**src/rtl/phy_sym_pkg.sv**
```systemverilog
// Shared symbol constants, link state encoding and a width helper for the
// phy-layer serial transmit path.
package phy_sym_pkg;

    localparam logic [7:0] COM_SYM_8B  = 8'hBC;
    localparam logic [7:0] IDLE_SYM_8B = 8'h7C;

    typedef enum logic {
        SYNC   = 1'b0,
        ACTIVE = 1'b1
    } link_state_t;

    // Bits needed to hold values 0..value-1, never less than one so that
    // counters sized from degenerate parameters still have a legal width.
    function automatic int clog2(input int value);
        int width;
        width = 1;
        while ((1 << width) < value) width++;
        return width;
    endfunction

endpackage

```
**src/rtl/serial_shift_reg.sv**
```systemverilog
// Symbol shift register: parallel load with per-symbol tag bits, then one
// bit per cycle out of the configured end.
module serial_shift_reg #(
    parameter int DW        = 8,
    parameter int MSB_FIRST = 1
) (
    input  logic          clk_32f,
    input  logic          reset,
    input  logic          load,
    input  logic [DW-1:0] load_word,
    input  logic          load_idle,
    input  logic          load_com,
    output logic          data_out,
    output logic          idle_out,
    output logic          com_out
);

    logic [DW-1:0] shreg;

    // Load a new symbol and its tags at a boundary, otherwise shift one bit.
    // NOTE: the shift register is reset because data_out is driven straight
    // from it and must read 0 while reset is held.
    always_ff @(posedge clk_32f or posedge reset) begin
        if (reset) begin
            shreg    <= '0;
            idle_out <= 1'b0;
            com_out  <= 1'b0;
        end else if (load) begin
            shreg    <= load_word;
            idle_out <= load_idle;
            com_out  <= load_com;
        end else if (MSB_FIRST != 0) begin
            shreg <= {shreg[DW-2:0], 1'b0};
        end else begin
            shreg <= {1'b0, shreg[DW-1:1]};
        end
    end

    assign data_out = (MSB_FIRST != 0) ? shreg[DW-1] : shreg[0];

endmodule

```
**src/rtl/paralelo_serial_param.sv**
```systemverilog
// Single-lane parallel-to-serial transmitter: initial COM burst, then data
// words, IDLE fill and periodic COM skip symbols on one bit-rate clock.
module paralelo_serial_param
    import phy_sym_pkg::*;
#(
    parameter int            DW         = 8,
    parameter logic [DW-1:0] COM_SYM    = DW'(COM_SYM_8B),
    parameter logic [DW-1:0] IDLE_SYM   = DW'(IDLE_SYM_8B),
    parameter int            COM_COUNT  = 2,
    parameter int            SKP_PERIOD = 4,
    parameter int            MSB_FIRST  = 1
) (
    input  logic          clk_32f,
    input  logic          reset,
    input  logic [DW-1:0] data_in,
    input  logic          valid_in,
    output logic          ready_out,
    output logic          data_out,
    output logic          symbol_start,
    output logic          sync_done,
    output logic          idle_out,
    output logic          com_out
);

    localparam int CNT_W = clog2(DW);
    localparam int COM_W = clog2(COM_COUNT + 1);
    localparam int SKP_W = clog2(SKP_PERIOD + 1);

    localparam logic [CNT_W-1:0] CNT_LAST = CNT_W'(DW - 1);
    localparam logic [COM_W-1:0] COM_LAST = COM_W'(COM_COUNT);
    localparam logic [SKP_W-1:0] SKP_LAST = SKP_W'(SKP_PERIOD);

    link_state_t      state, state_nxt;
    logic [CNT_W-1:0] cnt;
    logic [COM_W-1:0] com_cnt, com_cnt_nxt;
    logic [SKP_W-1:0] skp_cnt, skp_cnt_nxt;
    logic [DW-1:0]    load_word;
    logic             load_idle;
    logic             load_com;
    logic             boundary;
    logic             skp_due;

    assign boundary = (cnt == CNT_LAST);
    assign skp_due  = (SKP_PERIOD != 0) && (skp_cnt == SKP_LAST);

    // A word is taken only at a boundary where the next symbol is not
    // already claimed by the sync burst or a due skip COM.
    assign ready_out = boundary &&
                       (((state == SYNC) && (com_cnt == COM_LAST)) ||
                        ((state == ACTIVE) && !skp_due));

    assign symbol_start = (cnt == '0);
    assign sync_done    = (state == ACTIVE);

    // State, burst and skip counters; bit counter wraps at each boundary.
    // NOTE: non-blocking assignments keep every register updating from the
    // same pre-edge values, independent of statement order.
    always_ff @(posedge clk_32f or posedge reset) begin
        if (reset) begin
            state   <= SYNC;
            cnt     <= CNT_LAST;
            com_cnt <= '0;
            skp_cnt <= '0;
        end else begin
            state   <= state_nxt;
            com_cnt <= com_cnt_nxt;
            skp_cnt <= skp_cnt_nxt;
            cnt     <= boundary ? '0 : cnt + CNT_W'(1);
        end
    end

    // Next-state and symbol selection, evaluated only at a boundary.
    // NOTE: every output of this block gets a default first, so no path
    // leaves one unassigned and no latch is inferred.
    always_comb begin
        state_nxt   = state;
        com_cnt_nxt = com_cnt;
        skp_cnt_nxt = skp_cnt;
        load_word   = IDLE_SYM;
        load_idle   = 1'b0;
        load_com    = 1'b0;
        if (boundary) begin
            if ((state == SYNC) && (com_cnt != COM_LAST)) begin
                load_word   = COM_SYM;
                load_com    = 1'b1;
                com_cnt_nxt = com_cnt + COM_W'(1);
            end else begin
                state_nxt = ACTIVE;
                if (skp_due) begin
                    load_word   = COM_SYM;
                    load_com    = 1'b1;
                    skp_cnt_nxt = '0;
                end else begin
                    if (valid_in) begin
                        load_word = data_in;
                    end else begin
                        load_word = IDLE_SYM;
                        load_idle = 1'b1;
                    end
                    // Saturates at the period; with insertion disabled it stays 0.
                    if (skp_cnt != SKP_LAST) skp_cnt_nxt = skp_cnt + SKP_W'(1);
                end
            end
        end
    end

    serial_shift_reg #(
        .DW        (DW),
        .MSB_FIRST (MSB_FIRST)
    ) u_shift (
        .clk_32f   (clk_32f),
        .reset     (reset),
        .load      (boundary),
        .load_word (load_word),
        .load_idle (load_idle),
        .load_com  (load_com),
        .data_out  (data_out),
        .idle_out  (idle_out),
        .com_out   (com_out)
    );

endmodule

```
**config.mk**
```make
export PLATFORM = sky130hd
export DESIGN_NAME = paralelo_serial_param
export DESIGN_NICKNAME = d
export VERILOG_FILES = /design/src/rtl/phy_sym_pkg.sv /design/src/rtl/serial_shift_reg.sv /design/src/rtl/paralelo_serial_param.sv
export SDC_FILE = /design/constraint.sdc
export NUM_CORES = 1
export LEC_CHECK = 0
export ABC_CLOCK_PERIOD_IN_PS = 2200
export BUFFER_PORTS_ARGS = -buffer_cell sky130_fd_sc_hd__buf_2
export CORE_AREA = 2 2 45 47
export DETAILED_ROUTE_END_ITERATION = 6
export DIE_AREA = 0 0 47 49
export GPL_TIMING_DRIVEN = 0
export PLACE_DENSITY = 0.81
export SETUP_SLACK_MARGIN = 0.2
export SLEW_MARGIN = 25
export SYNTH_ARGS = -nofsm -noshare
export SYNTH_HDL_FRONTEND = slang
export SYNTH_HIERARCHICAL = 1
export SYNTH_SLANG_ARGS = --single-unit
```
**constraint.sdc**
```tcl
create_clock -name clk_32f -period 2.2 [get_ports clk_32f]
set_input_delay 0.33 -clock clk_32f [delete_from_list [all_inputs] [get_ports clk_32f]]
set_output_delay 0.33 -clock clk_32f [all_outputs]
set_load 0.02 [all_outputs]
```
==> flow_summary.yaml <==
layout:
  final_cell_mix: "buf_2 (16), dfrtp_1 (16), inv_1 (9), mux2_4 (9)"
  seqCellArea_um2: 479
  nNetsFinal: 117
  multi_input_area_um2: 462
  fill_cells: 153
  final_layout_size_suffix_gt1_frac: 0.394
  diodes: 0
  area_growth_pct: 18.9
  final_area_mm2: 0.00115
routing:
  wl_per_cell_um: 12.6
  vias: 635
  wl_um: 1590
  vias_per_cell: 5.04
  drtAntennaViolNets: 0
  drcViolationCount: 0
  dr.pass1.iters: 4
  drtIter0Drc: 2
power:
  p_leak_nw: 0.526
  vdd_ir_drop_max_mv: 0.457
  power_density_mw_per_mm2: 494
placement:
  io_buffers: 15
  place_congestion: 0.716
  place_area_mm2: 0.00107
  hpwl_um: 1220
logic_synthesis:
  synth_cells: 78
  synth.top_cell.area_share: 0.415
  ys_top_cells_by_area: "dfrtp_1 (41%), mux2_4 (14%), dfstp_2 (8.2%)"
  synth.distinct_cells: 27
  synth_warnings: 6
  synthesis.area_um2: 966
  yosysSeqAreaShare: 0.496
  avgSynthCellArea_um2: 12.4
  synth_seq_cells: 19
  syn_nets: 95
  synth_top_area_cell: "dfrtp_1"
worst_hold_path:
  hold_path_class: "input pin to flip-flop"
  min-delay-start: "data_in[4]"
  min_path_cells: 3
  min_to: "u_shift/shreg[4]$_DFF_PP0_"
worst_setup_path:
  crit_family: "flip-flops"
  path_cells: "ha_4 -> ha_4 -> o21ai_2 -> a31oi_1 -> buf_2"
  r2r-end: "u_shift/shreg[1]$_DFF_PP0_"
  reg2reg_depth: 7
  reg2reg_from: "cnt[0]$_DFF_PP1_"
  cpMostUsedCell: "ha_4"
  crit_buf_inv: 1
  worst-r2r-setup-slack_ps: 460
  crit_type: "flip-flop to output pin"
  required_ps: 1870
  cp_slowest_cell: "dfstp_2"
  cpPeakStageDelay_ps: 580
  crit_arrival_ps: 1590
  end_kind: "output pin"
  cp-start-kind: "flip-flop"
  cp_max_fo: 4
timing:
  finalCritPeriodShare: 0.872
  tightest_slew_ps: 394
  hold_violations: 0
  final_max_slew_viol_count: 0
  fin_skew_ps: 8.75
  rsz0062_at_grt: "no"
  totalNegativeSetupSlack_ps: 0
  setup_violations: 0
  max_slew_margin: 0.737
  min_period_ps: 1920
  fmax_mhz: 521
floorplanning:
  fp.dieArea_mm2: 0.00230
  fp.dieW_um: 47
  ioPinCount: 17
  die_h_um: 49
  start_util: 0.524
  fp-row-count: 16
  core_area_mm2: 0.00184
cts:
  htreeDepth: 1
  clockBufferDepth: 2
  insertion_delay_ps: 300
  clock-sinks: 19
  cts_tree: "built"
  root_buffer: "clkbuf_4"
  clk_pin_slew_ps: 110
  cts_buffers: 3
grt:
  grt_max_degree: 12
  grt_pass1_vias: 641
  grt_util_all_layers: 0.161
  grt_pass1_wl_um: 2650
  grt_overflow: 0
  antenna_found_initial: 0
run:
  maxCapViolCount: 0
outcome:
  status: "finished clean"
==> cell type report <==
cell class              instances  area share
clock inverters                 1     0.00436
plain buffers                   3      0.0174
multi-input cells              47       0.402
flip-flops and latches         19       0.417
inverters                       9      0.0294
well taps                      27      0.0294
repair buffers                 17      0.0806
clock buffers                   3      0.0196
==> flip-flops by register name, summed over array words and instances, names as in the netlist <==
name	flops
u_shift/com_out	1
cnt	3
sync_done	1
skp_cnt	3
u_shift/shreg	8
com_cnt	2
u_shift/idle_out	1
==> synth_stat cells <==
master and n:
a21o_1 1, nand4b_1 4, clkbuf_1 1, nor3b_1 1
xnor2_1 1, a21oi_1 1, mux2_4 9, a32o_1 1
buf_2 1, a31oi_1 1, o22a_1 1, buf_6 1
o211a_1 1, nor2_1 2, mux2i_1 1, dfstp_2 3
o2bb2ai_1 1, dfrtp_1 16, a22o_1 1, a2bb2oi_2 1
nand2_1 3, nor2b_1 4, ha_1 6, inv_1 9
nor3_1 3, o21ai_0 3, and2_2 1
==> kinds of logic (layout without fill, tap and decap cells) <==
kind of cell    Yosys count  after routing  synth area share
simple gates             18             18             0.113
compound gates           12             12            0.0984
buf+inv                  12             33            0.0557
xor+xnor                  1              1           0.00907
mux                      10             10             0.150
flops                    19             19             0.496
fa+ha+maj                 6              6            0.0777
==> repair_timing <==
item	4_1_cts	5_1_grt
setup buffers	0	1
hold buffers	1	0
pin swaps	0	1
setup endpoints to repair	1	1
resized for setup	4	2
hold endpoints to repair	6	0
==> metal layers <==
layer  GRT usage  share of wire  vias up
li1            -              -      314
met1       0.204           0.43      309
met2       0.256           0.51        8
met3      0.0333          0.024        4
met4      0.0694          0.035        0
met5           0              0        -
==> worst reg2reg max path, delay by kind of cell, from the launching register on <==
| kind | cells | cell delay, ps |
|---|---|---|
| adders and majority gates | 2 | 300 |
| buffers and inverters | 3 | 460 |
| DFF | 1 | 580 |
| muxes | 1 | 170 |
| and+or+nand+nor | 1 | 210 |
==> worst max path at each step <==
stage | start | endpoint | slack (ps) | cells after the start
floorplan | cnt[0]$_DFF_PP1_ | ready_out | 420 | 4
global placement | cnt[0]$_DFF_PP1_ | ready_out | 330 | 5
detailed placement | cnt[0]$_DFF_PP1_ | ready_out | 290 | 5
CTS | cnt[0]$_DFF_PP1_ | ready_out | 210 | 5
global route | cnt[0]$_DFF_PP1_ | ready_out | 190 | 5
finish | cnt[0]$_DFF_PP1_ | ready_out | 280 | 5
==> through the flow <==
step	total power, mW	worst slack [ps]	instances	hold slack (ps)	util
after floorplan	0.387	424	78	156	-
after global placement	0.399	327	120	316	0.584
after detailed placement	0.400	290	120	314	0.584
after CTS	0.574	210	125	353	0.613
after global routing	0.594	193	126	346	0.624
final	0.568	281	126	348	0.624
==> power by group <==
| group | switching [mW] | internal [mW] |
|---|---|---|
| clock | 0.105 | 0.0677 |
| sequential | 0.00260 | 0.357 |
| combinational | 0.0165 | 0.0187 |
| total | 0.124 | 0.443 |
No activity file was read; power rests on OpenSTA's default activity.
